File: config.mk
export PLATFORM = sky130hd
export DESIGN_NAME = td4_run_ctrl
export DESIGN_NICKNAME = d
export VERILOG_FILES = /design/src/rtl/td4_run_ctrl.sv
export SDC_FILE = /design/constraint.sdc
export NUM_CORES = 1
export LEC_CHECK = 0
export BUFFER_PORTS_ARGS = -buffer_cell sky130_fd_sc_hd__buf_2
export CORE_ASPECT_RATIO = 1.25
export CORE_MARGIN = 10
export CORE_UTILIZATION = 45
export DETAILED_ROUTE_END_ITERATION = 16
export GPL_TIMING_DRIVEN = 0
export PLACE_DENSITY = 0.73
export REMOVE_ABC_BUFFERS = 1
export SLEW_MARGIN = 20
export SYNTH_ARGS = -nofsm -noshare
export SYNTH_HDL_FRONTEND = slang
export SYNTH_SLANG_ARGS = --single-unit
File: constraint.sdc
create_clock -name clk -period 6.3 [get_ports clk]
set_input_delay 1.26 -clock clk [delete_from_list [all_inputs] [get_ports clk]]
set_output_delay 1.26 -clock clk [all_outputs]
set_load 0.03 [all_outputs]
File: src/rtl/td4_run_ctrl.sv
// TD4 execution controller: conditions the board buttons, sequences run/halt/step/break
// and emits a one-cycle CPU clock enable at a selectable rate.
module td4_run_ctrl #(
  parameter int DEBOUNCE_CYCLES = 250000,
  parameter int DIV_SLOW        = 25000000,
  parameter int DIV_MID         = 2500000,
  parameter int DIV_FAST        = 25000,
  parameter int CNT_W           = 16
) (
  input  logic             clk,
  input  logic             n_reset,
  input  logic             btn_run,
  input  logic             btn_step,
  input  logic             btn_reset,
  input  logic [1:0]       speed_sel,
  input  logic             bp_en,
  input  logic [3:0]       bp_addr,
  input  logic [3:0]       pc,
  output logic             cpu_ce,
  output logic             cpu_n_reset,
  output logic [1:0]       state,
  output logic [CNT_W-1:0] step_count
);

  typedef enum logic [1:0] {
    ST_HALT  = 2'd0,
    ST_RUN   = 2'd1,
    ST_STEP  = 2'd2,
    ST_BREAK = 2'd3
  } state_t;

  localparam int DB_W = (DEBOUNCE_CYCLES > 1) ? $clog2(DEBOUNCE_CYCLES + 1) : 1;
  localparam int PS_W = (DIV_SLOW > 1) ? $clog2(DIV_SLOW) : 1;
  localparam logic [DB_W-1:0] DB_LAST = DB_W'(DEBOUNCE_CYCLES - 1);
  // The CPU-reset button starts out "pressed" so the CPU stays in reset until the
  // button is proven released after power-up.
  localparam logic [2:0] DEB_INIT = 3'b100;

  // Button index: 0 = run, 1 = step, 2 = CPU reset.
  logic [2:0]      raw;
  logic [2:0]      sync1, sync2, deb, deb_q;
  logic [DB_W-1:0] db_cnt [3];
  logic [2:0]      press;

  assign raw = {btn_reset, btn_step, btn_run};

  // NOTE: sequential state is written with non-blocking assignments so every
  // register samples pre-edge values, independent of statement order.
  always_ff @(posedge clk or negedge n_reset) begin
    if (!n_reset) begin
      sync1 <= '0;
      sync2 <= '0;
      deb   <= DEB_INIT;
      deb_q <= DEB_INIT;
      for (int i = 0; i < 3; i++) db_cnt[i] <= '0;
    end else begin
      sync1 <= raw;
      sync2 <= sync1;
      deb_q <= deb;
      for (int i = 0; i < 3; i++) begin
        if (sync2[i] != deb[i]) begin
          if (db_cnt[i] == DB_LAST) begin
            deb[i]    <= sync2[i];
            db_cnt[i] <= '0;
          end else begin
            db_cnt[i] <= db_cnt[i] + DB_W'(1);
          end
        end else begin
          db_cnt[i] <= '0;
        end
      end
    end
  end

  assign press = deb & ~deb_q;

  logic cpu_rst, run_press, step_press;
  assign cpu_rst    = deb[2];
  assign run_press  = press[0] & ~cpu_rst;
  assign step_press = press[1] & ~cpu_rst;

  state_t state_q, state_d;
  logic [PS_W-1:0] presc, div_last;
  logic [1:0]      speed_q;
  logic            ce_tick, ce_q, bp_hit;

  always_comb begin
    div_last = '0;
    case (speed_sel)
      2'd0:    div_last = PS_W'(DIV_SLOW - 1);
      2'd1:    div_last = PS_W'(DIV_MID - 1);
      2'd2:    div_last = PS_W'(DIV_FAST - 1);
      default: div_last = '0;
    endcase
  end

  assign ce_tick = (speed_sel == 2'd3) | (presc == div_last);
  assign cpu_ce  = ~cpu_rst & ((state_q == ST_STEP) | ((state_q == ST_RUN) & ce_tick));

  // The PC has advanced by the cycle after a pulse, so the compare looks one cycle late.
  assign bp_hit = (state_q == ST_RUN) & ce_q & bp_en & (pc == bp_addr);

  // NOTE: next state is given a default before the case so no path leaves it
  // unassigned, which would otherwise infer a latch.
  always_comb begin
    state_d = state_q;
    case (state_q)
      ST_HALT, ST_BREAK: begin
        if (run_press)       state_d = ST_RUN;
        else if (step_press) state_d = ST_STEP;
      end
      ST_RUN: begin
        if (run_press)   state_d = ST_HALT;
        else if (bp_hit) state_d = ST_BREAK;
      end
      ST_STEP: state_d = ST_HALT;
      default: state_d = ST_HALT;
    endcase
    if (cpu_rst) state_d = ST_HALT;
  end

  // NOTE: every register here has a defined async reset value; there is no
  // memory array, so nothing is left to power up undefined.
  always_ff @(posedge clk or negedge n_reset) begin
    if (!n_reset) begin
      state_q     <= ST_HALT;
      presc       <= '0;
      speed_q     <= '0;
      ce_q        <= 1'b0;
      cpu_n_reset <= 1'b0;
      step_count  <= '0;
    end else begin
      state_q     <= state_d;
      speed_q     <= speed_sel;
      ce_q        <= cpu_ce;
      cpu_n_reset <= ~cpu_rst;

      if (cpu_rst || state_q != ST_RUN || speed_sel != speed_q || presc == div_last)
        presc <= '0;
      else
        presc <= presc + PS_W'(1);

      if (cpu_rst)
        step_count <= '0;
      else if (cpu_ce && step_count != '1)
        step_count <= step_count + CNT_W'(1);
    end
  end

  assign state = state_q;

endmodule

* After elaboration in Yosys (flattened, before gate mapping)
Cells that the tools add are included.
** Storage, ports and cells
- Input bits :: 16
- Word-level logic and storage cells :: 79
- Output and inout bits :: 20
- Bits in registers :: 112
** Operators by class
- Reduce and logical (&&, ||, !) cells :: 12
- Bitwise gates (word level) :: 12
- Equality and inequality tests :: 19
- Multiplexer cells :: 16
- Add/sub/neg operators :: 5
** Operators with widths (count)
- 18-bit two-way mux :: 6
- 25-bit case mux with 3 select lines :: 1
- 18-bit by 1-bit adder with 18-bit output, second input constant :: 3
- 18-bit == test, second input constant :: 3
- 16-bit two-way mux :: 2
- 25-bit by 1-bit adder with 25-bit output, second input constant :: 1
- 25-bit == test :: 1
- 25-bit two-way mux :: 1
- 16-bit by 1-bit adder with 16-bit output, second input constant :: 1
- 16-bit != test, second input constant :: 1
- 2-bit two-way mux :: 5
- 2-bit == test, second input constant :: 4
- 4-bit != test, second input constant :: 2
- 2-bit AND reduction :: 4
- 1-bit AND :: 7
- 2-bit case mux with 3 select lines :: 1
- 2-bit by 1-bit == test with 1-bit output, second input constant :: 2
- 4-bit == test :: 1
- 2-bit zero test :: 2
- 1-bit logical OR :: 3
- 1-bit != test :: 3
- 2-bit AND :: 1
- 2-bit by 1-bit != test with 1-bit output, second input constant :: 1
- 2-bit != test :: 1
- 6 further kinds :: 7

* Longest topological paths before layout
- Word-level depth :: 10
- Gate-level depth with buffers :: 10

* Worst setup path before layout
No wires, ideal clock.
- Path type :: input to output
- Start :: input port speed_sel[1]
- End :: output port cpu_ce
- Arrival :: 3493 ps
- Required time :: 5040 ps
- Buffers on the path :: 2
- Stages :: 9
- Setup slack :: 1547 ps
- Path through :: inv_1 > ha_1 > or3_1 > a222oi_1 > o221ai_1 > o31a_1 > buf_6 > clkbuf_1 > nor2_1
** Between the ends
- Longest elaborated chain between the ends :: 7
** RTL lines
- start: declaration :: RTL line 15 : input logic [1:0] speed_sel,
- 2-bit == test, or another cell as far along :: RTL line 89 : case (speed_sel)
- 25-bit case mux with 3 select lines :: RTL line 89
- 25-bit == test :: RTL line 97 : assign ce_tick = (speed_sel == 2'd3) | (presc == div_last);
- 1-bit bitwise OR * :: RTL line 97
- 1-bit AND * :: RTL line 98 : assign cpu_ce = ~cpu_rst & ((state_q == ST_STEP) | ((state_q == ST_RUN) & ce_tick));
- 1-bit bitwise OR * :: RTL line 98
- 1-bit AND * :: RTL line 98
- end: declaration :: RTL line 19 : output logic cpu_ce,
Mark *: on every way between the ends. The rest lies on a longest branch, timed or not.

* Worst setup path after layout
- Start :: input port speed_sel[0]
- End :: output port cpu_ce
Same word-level chain as after synthesis.

==> results.sh <==
export IMPL_whs_ps=346.7
export IMPL_synth_distinct_cells=44
export IMPL_io_pins=36
export IMPL_worstHoldStart="sync1[0]"
export IMPL_ys_seq_area_share_pct=51.15
export IMPL_ys_warn_count=0
export IMPL_async_flop_share_pct=100.0
export IMPL_die_area_um2=17020
export IMPL_grt_ovfl_total=0
export IMPL_layout_setup_ws_ps=1124
export IMPL_vias_per_cell=5.398
export IMPL_syn_to_final_growth_pct=12.58
export IMPL_placed_cells=747
export IMPL_port_buffers=35
export IMPL_grt_usage_pct=13.23
export IMPL_drt_iter0_drc=216
export IMPL_grt_pass1_wl_mm=18.83
export IMPL_cp_required_ps=5040
export IMPL_ys_ff_latch=112
export IMPL_synthTopCellsByArea="dfrtp_1, nor2_1, xor2_1"
export IMPL_cts_buffers_inserted=9
export IMPL_cts_hold_buf=0
export IMPL_nFillCells=1098
export IMPL_clkLatencyLatePin_ps=350
export IMPL_clk_pin_slew_ps=70
export IMPL_critPathBufInv=3
export IMPL_rsz0062_at_grt="no"
export IMPL_ant_nets=0
export IMPL_die_width_um=118.7
export IMPL_rows=45
export IMPL_reg2reg_from="presc[11]"
export IMPL_worst_pin_slew_ps=926.6
export IMPL_routed_wl_mm=10.78
export IMPL_max_freq_mhz=193.2
export IMPL_netlist_area_um2=5482
export IMPL_worstSetupStartpoint="speed_sel[0]"
export IMPL_yosys_top_cells_count="dfrtp_1, nor2_1, xor2_1"
export IMPL_fin_crit_ps=5176
export IMPL_cts_tree="done"
export IMPL_core_um2=12050
export IMPL_fp_dieH_um=143.4
export IMPL_place_hpwl_mm=7.759
export IMPL_cts_max_level=3
export IMPL_min_path_type="reg -> reg"
export IMPL_synth_top_cell_area_share_pct=50.67
export IMPL_fin_crit_sh_pct=82.17
export IMPL_slowest_delay_ps=640
export IMPL_yosysMostFrequentCell="dfrtp_1"
export IMPL_crit_path_frequent_cell="buf_2"
export IMPL_power_mw=1.379
export IMPL_place_worst_setup_slack_ps=1090
export IMPL_syn_inst=560
export IMPL_antenna_cells=0
export IMPL_fin_setup_tns_ps=0
export IMPL_cts_resized_gates=0
export IMPL_grt_pass1_vias=4184
export IMPL_num_vias=4113
export IMPL_status="finished clean"
export IMPL_cts_sinks=112
export IMPL_synth_edff_count=0
export IMPL_place_congestion=0.8357
export IMPL_gr_usage_met2_pct=23.87
export IMPL_globalRouteMet3Util_pct=2.551
export IMPL_synth_top_area_cell="dfrtp_1"
export IMPL_crit_fanout=27
export IMPL_wl_per_cell_um=14.15
export IMPL_initial_core_util_pct=45.49
export IMPL_grt_start_max_net_pins=69
export IMPL_cts_setup_buffers=0
export IMPL_critPathKind="in -> out"
export IMPL_final_nets=622
export IMPL_cts_buffer_depth=2
export IMPL_power_density_nw_per_um2=223.5
export IMPL_cts_root_buf="clkbuf_16"
export IMPL_grt_antenna_before_repair=0
export IMPL_maxCapViolations=0
export IMPL_power_leakage_nw=2.619
export IMPL_drv_slew=0
export IMPL_use_met1_pct=14.40
export IMPL_crit_family="compound AO/OA/AOI/OAI gates"
export IMPL_crit_arrival_ps=3920
export IMPL_finalHoldViolations=0
export IMPL_relSlewSlack_pct=38.22
export IMPL_peakVddDrop_v=0.0001207
export IMPL_drc=0
export IMPL_setup_viol=0
export IMPL_end_kind="primary output"
export IMPL_synth_ff_type="dfrtp_1"
export IMPL_fin_cells=762
export IMPL_syn_avg_cell_area_um2=9.788
export IMPL_drive_gt1_share_pct=10.20
export IMPL_crit_slowest_cell="o31a_1"
export IMPL_fin_skew_ps=10.21
export IMPL_grt_busiest_layer="met2"
export IMPL_worstPathCellList="buf_2 -> inv_1 -> ha_1 -> or3_1 -> a222oi_1 -> o221ai_1 -> o31a_1 -> nor2_1 -> buf_2"
export IMPL_drtPass1Iterations=6
export IMPL_startpoint_type="primary input"
## logic make-up after synthesis
group	count (synthesis)	synth area share, %
AO/OA/AOI/OAI	48	5.547
XOR/XNOR	77	12.30
adder cells (fa/ha/maj)	12	2.739
buffers and inverters	30	2.191
flip-flops	112	51.15
multiplexers	5	1.004
AND/OR/NAND/NOR	276	25.06
## cell type report
class / instances / area, um^2 / area share [%]
sequential: 112 / 2804 / 45.44
multi-input combinational: 418 / 2570 / 41.65
clock buffer: 11 / 232.7 / 3.771
timing repair buffer: 37 / 220.2 / 3.569
tap: 164 / 205.2 / 3.325
clock inverter: 4 / 78.83 / 1.277
inverter: 16 / 60.06 / 0.9732
## layer usage
metal  vias up  routed length [um]
met1      2049                4549
li1       2008                   -
met4         0                 187
met2        45                5643
met5         -                   0
met3        11                 401
## registers in the layout (all words and copies together), names as in the netlist
name and cells:
sync2 3, cpu_n_reset 1, sync1 3, state 2, deb_q 2, presc 25
step_count 16, speed_q 2, db_cnt 54, deb 3, ce_q 1
## where the power goes
| part | internal [mW] | switching (mW) |
|---|---|---|
| sequential | 0.726 | 0.00535 |
| combinational | 0.0157 | 0.0310 |
| clock | 0.350 | 0.252 |
| total | 1.09 | 0.288 |
## cell usage in the layout (no fill, tap or decap), drive strengths merged, types with 2 or more instances in the layout
cell,instances
nand3,38
o31ai,11
nor2b,7
and4,4
nand3b,5
nand2,35
ha,12
a21oi,18
mux2,4
dfrtp,111
and3,12
and2,3
o31a,2
o21ai,8
nor3,11
xnor2,34
nor4,13
buf,37
bufinv,2
clkbuf,11
o41ai,2
nand2b,3
nor2,101
nand4,16
inv,17
or4,12
or2,3
nor4b,3
or3,6
xor2,43
## path summary, 6_finish.rpt
kind,end,slack [ps],cells after the start
worst max-delay path,cpu_ce,1120,9
worst min-delay path,sync2[0],350,0
worst max register to register,step_count[7],3240,6
worst min register to register,sync2[0],350,0
max in group asynchronous,deb[2],4760,2
min in group asynchronous,presc[11],820,1
## through the flow
step | cell area, um^2 | util, %
global route | 6171 | 51.21
floorplan | 5421 | -
CTS | 6165 | 51.16
global placement | 5802 | 48.15
detailed placement | 5853 | 48.58
finish | 6171 | 51.21
No activity file was read; power rests on OpenSTA's default activity.
